--- src/rtl/vco_sample_ctrl.sv ---
// Ring-VCO quantizer sequencer/decimator: enables the VCO, waits a settle window, then
// integrates phase increments over osr cycles. Optional Gray-coded phase input: VCO_GRAY_DECODE_EN.
module vco_sample_ctrl #(
   parameter int PHASE_WIDTH   = 11,
   parameter int OSR_WIDTH     = 10,
   parameter int OUT_WIDTH     = 21,
   parameter int SETTLE_CYCLES = 16
) (
   input  logic                   clk,
   input  logic                   rst,
   input  logic                   start,
   input  logic                   stop,
   input  logic [OSR_WIDTH-1:0]   osr,
   output logic                   vco_enb,
   input  logic [PHASE_WIDTH-1:0] vco_p,
   output logic [OUT_WIDTH-1:0]   out_data,
   output logic                   out_valid,
   input  logic                   out_ready,
   output logic                   busy,
   output logic                   overrun
);

   localparam int SW = (SETTLE_CYCLES > 1) ? $clog2(SETTLE_CYCLES) : 1;
   localparam logic [SW-1:0] SETTLE_LAST = SW'(SETTLE_CYCLES - 1);

   typedef enum logic [1:0] {
      IDLE   = 2'd0,
      SETTLE = 2'd1,
      PRIME  = 2'd2,
      ACCUM  = 2'd3
   } state_t;

   state_t                 state;
   logic [PHASE_WIDTH-1:0] ph_in;
   logic [PHASE_WIDTH-1:0] ph_q;
   logic [PHASE_WIDTH-1:0] prev;
   logic [PHASE_WIDTH-1:0] diff;
   logic [OUT_WIDTH-1:0]   acc;
   logic [OUT_WIDTH-1:0]   sum;
   logic [OSR_WIDTH:0]     cnt;
   logic [OSR_WIDTH:0]     osr_l;
   logic [OSR_WIDTH:0]     osr_last;
   logic [SW-1:0]          settle_cnt;
   logic                   window_end;

`ifdef VCO_GRAY_DECODE_EN
   // Each binary bit is the XOR of all Gray bits at or above it.
   genvar gi;
   generate
      for (gi = 0; gi < PHASE_WIDTH; gi++) begin : g_gray
         assign ph_in[gi] = ^vco_p[PHASE_WIDTH-1:gi];
      end
   endgenerate
`else
   assign ph_in = vco_p;
`endif

   // Modulo subtraction makes a wrap from all-ones to zero a small positive step.
   assign diff       = ph_q - prev;
   assign sum        = acc + {{(OUT_WIDTH-PHASE_WIDTH){1'b0}}, diff};
   assign osr_last   = osr_l - 1'b1;
   assign window_end = (cnt == osr_last);

   always_ff @(posedge clk) begin
      if (rst) begin
         state      <= IDLE;
         vco_enb    <= 1'b1;
         out_data   <= '0;
         out_valid  <= 1'b0;
         overrun    <= 1'b0;
         busy       <= 1'b0;
         acc        <= '0;
         cnt        <= '0;
         prev       <= '0;
         osr_l      <= '0;
         ph_q       <= '0;
         settle_cnt <= '0;
      end else begin
         ph_q <= ph_in;
         if (out_valid && out_ready) begin
            out_valid <= 1'b0;
         end
         case (state)
            IDLE: begin
               vco_enb <= 1'b1;
               busy    <= 1'b0;
               if (start && !stop) begin
                  osr_l      <= (osr == '0) ? {1'b1, {OSR_WIDTH{1'b0}}} : {1'b0, osr};
                  acc        <= '0;
                  cnt        <= '0;
                  overrun    <= 1'b0;
                  settle_cnt <= '0;
                  vco_enb    <= 1'b0;
                  busy       <= 1'b1;
                  state      <= SETTLE;
               end
            end
            SETTLE: begin
               if (stop) begin
                  state   <= IDLE;
                  vco_enb <= 1'b1;
                  busy    <= 1'b0;
               end else if (settle_cnt == SETTLE_LAST) begin
                  state <= PRIME;
               end else begin
                  settle_cnt <= settle_cnt + 1'b1;
               end
            end
            PRIME: begin
               if (stop) begin
                  state   <= IDLE;
                  vco_enb <= 1'b1;
                  busy    <= 1'b0;
               end else begin
                  prev  <= ph_q;
                  state <= ACCUM;
               end
            end
            ACCUM: begin
               if (stop) begin
                  state   <= IDLE;
                  vco_enb <= 1'b1;
                  busy    <= 1'b0;
                  acc     <= '0;
                  cnt     <= '0;
               end else begin
                  prev <= ph_q;
                  if (window_end) begin
                     acc <= '0;
                     cnt <= '0;
                     // Single-entry output: a full, unaccepted register drops the new sample.
                     if (!out_valid || out_ready) begin
                        out_data  <= sum;
                        out_valid <= 1'b1;
                     end else begin
                        overrun <= 1'b1;
                     end
                  end else begin
                     acc <= sum;
                     cnt <= cnt + 1'b1;
                  end
               end
            end
            default: state <= IDLE;
         endcase
      end
   end

endmodule
--- config.mk ---
export PLATFORM = sky130hd
export DESIGN_NAME = vco_sample_ctrl
export DESIGN_NICKNAME = d
export VERILOG_FILES = /design/src/rtl/vco_sample_ctrl.sv
export SDC_FILE = /design/constraint.sdc
export NUM_CORES = 1
export LEC_CHECK = 0
export ABC_CLOCK_PERIOD_IN_PS = 4100
export CAP_MARGIN = 5
export CORE_UTILIZATION = 37
export CTS_CLUSTER_DIAMETER = 50
export DETAILED_ROUTE_END_ITERATION = 10
export GPL_ROUTABILITY_DRIVEN = 0
export SYNTH_ARGS = -nofsm -noshare
export SYNTH_HDL_FRONTEND = slang
export SYNTH_SLANG_ARGS = --single-unit
export TNS_END_PERCENT = 20
--- constraint.sdc ---
create_clock -name clk -period 4.1 [get_ports clk]
set_clock_uncertainty 0.2 [all_clocks]
set_input_delay 0.41 -clock clk [delete_from_list [all_inputs] [get_ports clk]]
set_output_delay 0.41 -clock clk [all_outputs]
set_load 0.01 [all_outputs]
==> Flow_metrics.wiki, run 1 <==
{| class="wikitable"
! Metric !! Value
|-
| Floorplan die width || approximately 120 um
|-
| Capture instance of the worst register-to-register path || acc[13]
|-
| Placement Setup Slack || between 0.1 and 0.15 ns
|-
| Starting utilization of the core area || 0.379
|-
| Endpoint with the worst hold slack || prev[0]
|-
| PD cells || roughly 350 nW/um^2
|-
| Syn_nets || 670
|-
| Routed wire length || between 10 and 15 mm
|-
| Number of top-level pins || 51
|-
| Die outline area || about 15000 um^2
|-
| Critical Path Start Type || flip-flop
|-
| Highest layer used for signal routing || met4
|-
| Drt initial violations || 248
|-
| RR Startpoint || ph_q[0]
|-
| Net Sw Power || ~0.5 mW
|-
| R2R cell count || 19
|-
| Core box area || roughly 14000 um^2
|-
| Residual overflow from global routing || 0
|-
| Critical path endpoint category || flip-flop
|-
| Most common cell after layout, fill and taps aside || sky130_fd_sc_hd__dfxtp_1
|-
| Share of power burned in the clock network || 0.428
|-
| Final setup viols || 0
|-
| LEAKAGE || around 2.3 nW
|-
| Number of vias in the routed layout || between 4000 and 5000
|-
| Worst-case headroom to the max-slew limit || 0.317
|-
| Fillers || about 1400
|-
| Layout overhead on the synthesized area || 19.3%
|-
| Status || finished clean
|-
| Mean post-synth cell area || roughly 8.5 um^2
|-
| Crit Path Class || reg2reg
|-
| Worst-margin pin slew || about 1 ns
|-
| TritonCTS Sinks || 96
|-
| Count of pins over their slew limit || 0
|-
| Final-report hold violation count || 0
|-
| Total half-perimeter wirelength after legalization and detailed placement || about 8.5 mm
|-
| Crit path required time || about 4.2 ns
|-
| Number of synthesis warnings || 0
|-
| DR WL met3 || 412 um
|-
| Worst Hold Path Cells || 2
|-
| Layout cells sized above 1 || 0.0709
|-
| Met2 layer wire length in the routed design || approximately 5 mm
|-
| Count of unresolved DRC violations after routing || 0
|-
| Per-cell via count in the routed design || about 5.3
|-
| Worst hold start || ph_q[0]
|-
| Wire length of the first global-routing pass || 19.4 mm
|-
| Reg2reg setup slack || about 0.26 ns
|-
| Quantity of I/O buffers inserted on ports || 50
|-
| Largest fanout on the critical path || 8
|-
| Total CTS buffers || 9
|-
| Average wire per standard cell || 13.6 um
|-
| Std cell rows || 43
|-
| TritonCTS clock tree || done
|-
| Post-layout utilization of the core || 0.452
|-
| Antenna violations before repair || 0
|-
| Maximum operating frequency || ~0.26 GHz
|-
| Insertion delay to the later sink of the worst-skew pair || about 0.35 ns
|-
| Classification of the worst-slack hold path || reg2reg
|-
| Flip-flop and latch count after synthesis || 96
|-
| Number of buffers on the longest clock path || 2
|-
| Int Pwr || 1.67 mW
|-
| Number of synthesized flops with an enable pin || 0
|-
| Clock-pin transition on the worst setup and hold timing paths || 0.06 ns
|-
| Pin count of the biggest net entering global routing || 67
|-
| Post-synth ARST share || 0
|-
| Combinational power share || 0.132
|-
| Final worst path period share || 0.936
|-
| Number of inserted diodes || 0
|-
| Met1 wire length || 5.65 mm
|-
| Clock tree root driver cell || sky130_fd_sc_hd__clkbuf_16
|-
| Critical Path AT || ~3.9 ns
|-
| Post-detailed-route count of antenna-violating nets || 0
|-
| Cell area after technology mapping || about 5300 um^2
|-
| Die Y || ~120 um
|-
| Vias in the first global route || 4179
|-
| Htree depth || 3
|-
| MaxCap Viol Count || 0
|-
| Leading cell types in the layout, fill and taps excluded || 96 x sky130_fd_sc_hd__dfxtp_1, 59 x sky130_fd_sc_hd__nand2_1, 49 x sky130_fd_sc_hd__clkdlybuf4s50_1, 46 x sky130_fd_sc_hd__a21oi_1, 38 x sky130_fd_sc_hd__nor2_1
|-
| Cell count after synthesis || between 600 and 700
|-
| Commonest register cell after synthesis || sky130_fd_sc_hd__dfxtp_1
|-
| Number of nets at the end of the flow || 713
|-
| Worst voltage drop across the vdd grid || 0.000215 V
|-
| Post-route setup slack || ~0.26 ns
|-
| Share of the yosys chip area belonging to registers || 0.365
|-
| Switching part of the total power || 0.235
|-
| Netlist cell types || 63
|-
| Part of the total power dissipated in sequential elements || 0.440
|-
| First-pass DRT Iterations || 5
|-
| All-Layer GR Usage || 0.168
|-
| Hold-fix buffers, CTS || 0
|-
| Final critical delay including setup and external delays || 3.84 ns
|}
## power groups by stage
stage | registers (mW) | clock network, mW | logic [mW]
floorplan | 0.979 | 0 | 0.208
global placement | 0.984 | 0 | 0.276
detailed placement | 0.984 | 0 | 0.282
CTS | 0.963 | 0.969 | 0.283
global route | 0.965 | 0.999 | 0.320
finish | 0.963 | 0.937 | 0.289
## worst max-delay path by stage
stage             from           end  slack (ns)
4_1_cts        ph_q[0]  out_data[19]        0.13
6_report       ph_q[0]       acc[13]        0.26
3_5_place_dp   ph_q[0]  out_data[19]        0.15
5_1_grt        ph_q[0]       acc[13]      -0.005
2_1_floorplan  ph_q[0]  out_data[19]        0.29
3_3_place_gp   prev[1]  out_data[19]        0.30
## cell families (layout without fill, tap and decap cells)
group,after synthesis,in the layout,synth area share
adders and majority gates,28,28,0.0694
buffers and inverters,54,101,0.0452
muxes,4,4,0.00761
xor gates and xnor gates,39,39,0.0649
and+or+nand+nor,233,233,0.240
AOI/OAI and AO/OA,162,162,0.207
DFF,96,96,0.365
## worst max-delay path, cell delays in order (launching register included)
cell and delay [ns]:
sky130_fd_sc_hd__dfxtp_1 0.33, sky130_fd_sc_hd__inv_1 0.04, sky130_fd_sc_hd__ha_1 0.22, sky130_fd_sc_hd__fa_2 0.36
sky130_fd_sc_hd__nor2b_1 0.11, sky130_fd_sc_hd__o21ai_0 0.10, sky130_fd_sc_hd__a21boi_1 0.18, sky130_fd_sc_hd__o21ai_0 0.10
sky130_fd_sc_hd__nand2b_1 0.13, sky130_fd_sc_hd__a31oi_1 0.13, sky130_fd_sc_hd__o211ai_1 0.26, sky130_fd_sc_hd__ha_1 0.32
sky130_fd_sc_hd__a21oi_1 0.20, sky130_fd_sc_hd__o21ai_0 0.11, sky130_fd_sc_hd__a31oi_1 0.16, sky130_fd_sc_hd__o31ai_1 0.09
sky130_fd_sc_hd__buf_4 0.19, sky130_fd_sc_hd__and3_1 0.21, sky130_fd_sc_hd__nand2b_1 0.15, sky130_fd_sc_hd__a31oi_1 0.17
## Yosys cell counts, types with 3 or more instances
cell type	number	area share
sky130_fd_sc_hd__dfxtp_1	96	0.37
sky130_fd_sc_hd__nand2_1	60	0.043
sky130_fd_sc_hd__a21oi_1	48	0.046
sky130_fd_sc_hd__nor2_1	39	0.028
sky130_fd_sc_hd__ha_1	26	0.062
sky130_fd_sc_hd__inv_1	25	0.018
sky130_fd_sc_hd__xnor2_1	25	0.042
sky130_fd_sc_hd__o21ai_0	23	0.022
sky130_fd_sc_hd__nand3b_1	22	0.031
sky130_fd_sc_hd__nand2b_1	21	0.025
sky130_fd_sc_hd__clkbuf_1	20	0.014
sky130_fd_sc_hd__nor2b_1	20	0.024
sky130_fd_sc_hd__a31oi_1	19	0.023
sky130_fd_sc_hd__and3_1	15	0.018
sky130_fd_sc_hd__o31ai_1	15	0.021
sky130_fd_sc_hd__xor2_1	14	0.023
sky130_fd_sc_hd__nand3_1	13	0.012
sky130_fd_sc_hd__nor3_1	10	0.0095
sky130_fd_sc_hd__a22oi_1	7	0.010
sky130_fd_sc_hd__o21a_1	7	0.010
sky130_fd_sc_hd__a22o_1	6	0.010
sky130_fd_sc_hd__or3_1	6	0.0071
sky130_fd_sc_hd__nor4_1	5	0.0059
sky130_fd_sc_hd__a21boi_0	4	0.0057
sky130_fd_sc_hd__buf_2	4	0.0038
sky130_fd_sc_hd__mux2i_1	4	0.0076
sky130_fd_sc_hd__or2b_1	4	0.0057
sky130_fd_sc_hd__a211o_1	3	0.0050
sky130_fd_sc_hd__a211oi_1	3	0.0043
sky130_fd_sc_hd__a21o_1	3	0.0043
sky130_fd_sc_hd__a41oi_1	3	0.0050
sky130_fd_sc_hd__and4_1	3	0.0050
sky130_fd_sc_hd__nand4_1	3	0.0036
sky130_fd_sc_hd__o211ai_1	3	0.0043
## layout make-up
cell class / instances / area, um^2 / share of cell area
Tap cell: 180 / 225 / 0.0359
Clock buffer: 13 / 280 / 0.0447
Timing Repair Buffer: 61 / 578 / 0.0921
Multi-Input combinational cell: 466 / 3120 / 0.497
Sequential cell: 96 / 1920 / 0.306
Inverter: 25 / 93.8 / 0.0150
Clock inverter: 2 / 60.1 / 0.00957
## stage by stage
step | setup TNS [ns] | hold WS (ns) | cell area [um^2] | power (mW) | cells
finish | 0 | 0.254 | 6280 | 2.19 | 843
global placement | 0 | 0.239 | 5910 | 1.26 | 826
CTS | 0 | 0.256 | 6250 | 2.22 | 841
global route | -0.00472 | 0.273 | 6280 | 2.28 | 843
detailed placement | 0 | 0.248 | 5910 | 1.27 | 826
floorplan | 0 | 0.232 | 5260 | 1.19 | 616
## repair_timing
item | in CTS | in global routing
setup endpoints to repair | 0 | 14
setup buffers | 0 | 2
gates resized for setup | 0 | 9
endpoints found under the hold margin | 0 | 0
## flip-flops by register name (all words and copies together), names as in the netlist, 2 cells and up
name / count
acc: 21
cnt: 11
osr_l: 11
out_data: 21
ph_q: 11
prev: 11
settle_cnt: 4
state: 2
## layer usage
metal,vias up,GRT usage
met5,-,0
met4,0,0.0910
met3,16,0.0282
met2,76,0.263
met1,2055,0.219
li1,2301,-
Note: power is estimated with default switching activity, not from simulation.
==> inputs of run 2 (changes only) <==
- CORE_MARGIN: default -> 2
==> run 2 against run 1 <==
Register-to-register slack worse by 0.03 ns. Count of clock-buffer cells in the layout decreased by 2. Die area grew 3.3%. Critical path type unchanged. Total power fell by 6.2%. Highest routed layer unchanged.
==> Flow_metrics.wiki, run 2 (synthesis results as in run 1) <==
{| class="wikitable"
! Metric !! Value
|-
| Count of unresolved DRC violations after routing || 0
|-
| PD cells || approximately 330 nW/um^2
|-
| Residual overflow from global routing || 0
|-
| Quantity of I/O buffers inserted on ports || 50
|-
| Maximum operating frequency || roughly 0.26 GHz
|-
| Post-detailed-route count of antenna-violating nets || 0
|-
| TritonCTS clock tree || done
|-
| Status || finished clean
|-
| Critical Path Start Type || flip-flop
|-
| MaxCap Viol Count || 0
|-
| LEAKAGE || 2.28 nW
|-
| Number of top-level pins || 51
|-
| Worst-margin pin slew || between 0.9 and 1 ns
|-
| Most common cell after layout, fill and taps aside || sky130_fd_sc_hd__dfxtp_1
|-
| Fillers || between 1000 and 1500
|-
| R2R cell count || 19
|-
| Reg2reg setup slack || ~0.23 ns
|-
| Wire length of the first global-routing pass || about 19 mm
|-
| Clock-pin transition on the worst setup and hold timing paths || ~0.070 ns
|-
| Worst voltage drop across the vdd grid || 0.000181 V
|-
| Sum of negative setup slack || 0 ns
|-
| Number of buffers on the longest clock path || 2
|-
| Post-route setup slack || 0.232 ns
|-
| Vias in the first global route || a little over 4000
|-
| Layout cells sized above 1 || 0.0751
|-
| Number of vias in the routed layout || between 4000 and 5000
|-
| Placement Setup Slack || 0.135 ns
|-
| Worst hold start || ph_q[0]
|-
| Final critical delay including setup and external delays || 3.87 ns
|-
| Layout overhead on the synthesized area || 18.5%
|-
| Pin count of the biggest net entering global routing || 93
|-
| Die outline area || 15200 um^2
|-
| First-pass DRT Iterations || 4
|-
| Antenna violations before repair || 0
|-
| Worst-case headroom to the max-slew limit || 0.361
|-
| Starting utilization of the core area || 0.379
|-
| Std cell rows || 43
|-
| Final design area excluding fillers || between 6000 and 7000 um^2
|-
| Crit path required time || ~4.2 ns
|-
| TritonCTS Sinks || 96
|-
| Hold-fix buffers, CTS || 0
|-
| RR Startpoint || ph_q[0]
|-
| Final setup viols || 0
|-
| Registers with the most flip-flops || acc: 21 flops, out_data: 21 flops
|-
| Number of inserted diodes || 0
|-
| Crit Path Class || reg2reg
|-
| Classification of the worst-slack hold path || reg2reg
|-
| Htree depth || 3
|-
| All-Layer GR Usage || 0.160
|-
| Count of pins over their slew limit || 0
|-
| Die Y || roughly 120 um
|-
| Largest fanout on the critical path || 7
|-
| Post-layout utilization of the core || 0.449
|-
| Critical path endpoint category || flip-flop
|-
| Placed Instance Area || 5910 um^2
|-
| Total CTS buffers || 9
|-
| Total half-perimeter wirelength after legalization and detailed placement || ~8.5 mm
|-
| Number of nets at the end of the flow || ~720
|-
| Drt initial violations || ~280
|-
| Clock tree root driver cell || sky130_fd_sc_hd__clkbuf_16
|-
| Routed wire length || between 10 and 15 mm
|-
| Insertion delay to the later sink of the worst-skew pair || 0.35 ns
|-
| Worst Hold Path Cells || 2
|-
| Final-report hold violation count || 0
|-
| Per-cell via count in the routed design || about 5.2
|-
| Final worst path period share || 0.943
|-
| Average wire per standard cell || 13.9 um
|-
| Critical Path AT || ~3.9 ns
|-
| Leading cell types in the layout, fill and taps excluded || 95 x sky130_fd_sc_hd__dfxtp_1, 60 x sky130_fd_sc_hd__nand2_1, 49 x sky130_fd_sc_hd__clkdlybuf4s50_1, 47 x sky130_fd_sc_hd__a21oi_1, 39 x sky130_fd_sc_hd__nor2_1
|-
| Floorplan die width || 123 um
|-
| Core box area || approximately 14000 um^2
|-
| Capture instance of the worst register-to-register path || out_data[19]
|-
| Endpoint with the worst hold slack || prev[0]
|}
run 2: cell count changes in the layout (fill, tap and decap cells not counted), sizes merged:
cell | previous run | this run
buf | 12 | 14
bufinv | 2 | 0
clkbuf | 13 | 11
clkinv | 0 | 5
run 2: area by class of cell:
cell class | count | area, um^2 | area share
multi-input combinational | 466 | 3120 | 0.501
sequential | 96 | 1920 | 0.308
timing repair buffer | 63 | 593 | 0.0951
clock buffer | 11 | 243 | 0.0389
tap | 180 | 225 | 0.0361
inverter | 25 | 93.8 | 0.0151
clock inverter | 5 | 32.5 | 0.00522
run 2: worst max-delay path, cell delays in order (launching register included):
cell and delay, ns:
sky130_fd_sc_hd__dfxtp_1 0.32, sky130_fd_sc_hd__inv_1 0.05, sky130_fd_sc_hd__ha_1 0.22, sky130_fd_sc_hd__fa_2 0.36, sky130_fd_sc_hd__nor2b_1 0.12, sky130_fd_sc_hd__o21ai_1 0.08
sky130_fd_sc_hd__a21boi_1 0.17, sky130_fd_sc_hd__o21ai_0 0.11, sky130_fd_sc_hd__nand2b_1 0.12, sky130_fd_sc_hd__a31oi_1 0.13, sky130_fd_sc_hd__o211ai_1 0.27, sky130_fd_sc_hd__ha_1 0.33
sky130_fd_sc_hd__a21oi_1 0.19, sky130_fd_sc_hd__o21ai_1 0.10, sky130_fd_sc_hd__a31oi_2 0.16, sky130_fd_sc_hd__o31ai_2 0.09, sky130_fd_sc_hd__buf_4 0.19, sky130_fd_sc_hd__and4_1 0.22
sky130_fd_sc_hd__xnor2_1 0.13, sky130_fd_sc_hd__o31ai_1 0.21
run 2: worst max path at each step:
| stage | endpoint | cells after the start | slack (ns) | from |
|---|---|---|---|---|
| floorplan | out_data[19] | 17 | 0.29 | ph_q[0] |
| global placement | out_data[19] | 17 | 0.30 | prev[1] |
| detailed placement | out_data[19] | 19 | 0.13 | ph_q[0] |
| CTS | out_data[19] | 19 | 0.12 | ph_q[0] |
| global route | out_data[19] | 19 | -0.04 | ph_q[0] |
| finish | out_data[19] | 19 | 0.23 | ph_q[0] |
run 2: power by group:
part,internal (mW),switching [mW]
Clock,0.427,0.365
Sequential,0.947,0.0159
Combinational,0.133,0.165
run 2: stage by stage:
stage | cells | total power, mW | hold WS, ns
3_5_place_dp | 826 | 1.27 | 0.244
4_1_cts | 842 | 2.06 | 0.253
6_report | 846 | 2.05 | 0.250
5_1_grt | 846 | 2.15 | 0.279
3_3_place_gp | 826 | 1.26 | 0.240
2_1_floorplan | 616 | 1.19 | 0.232
run 2: timing repair:
item	CTS	global route
resized for setup	0	11
endpoints found under the setup margin	0	17
hold endpoints to repair	0	0
setup buffers	0	4
run 2: metal layers:
layer,vias to the layer above,share of wire,GRT usage
met3,10,0.032,0.0240
li1,2298,-,-
met2,76,0.44,0.240
met1,2043,0.50,0.225
met4,0,0.019,0.0746
met5,-,0,0
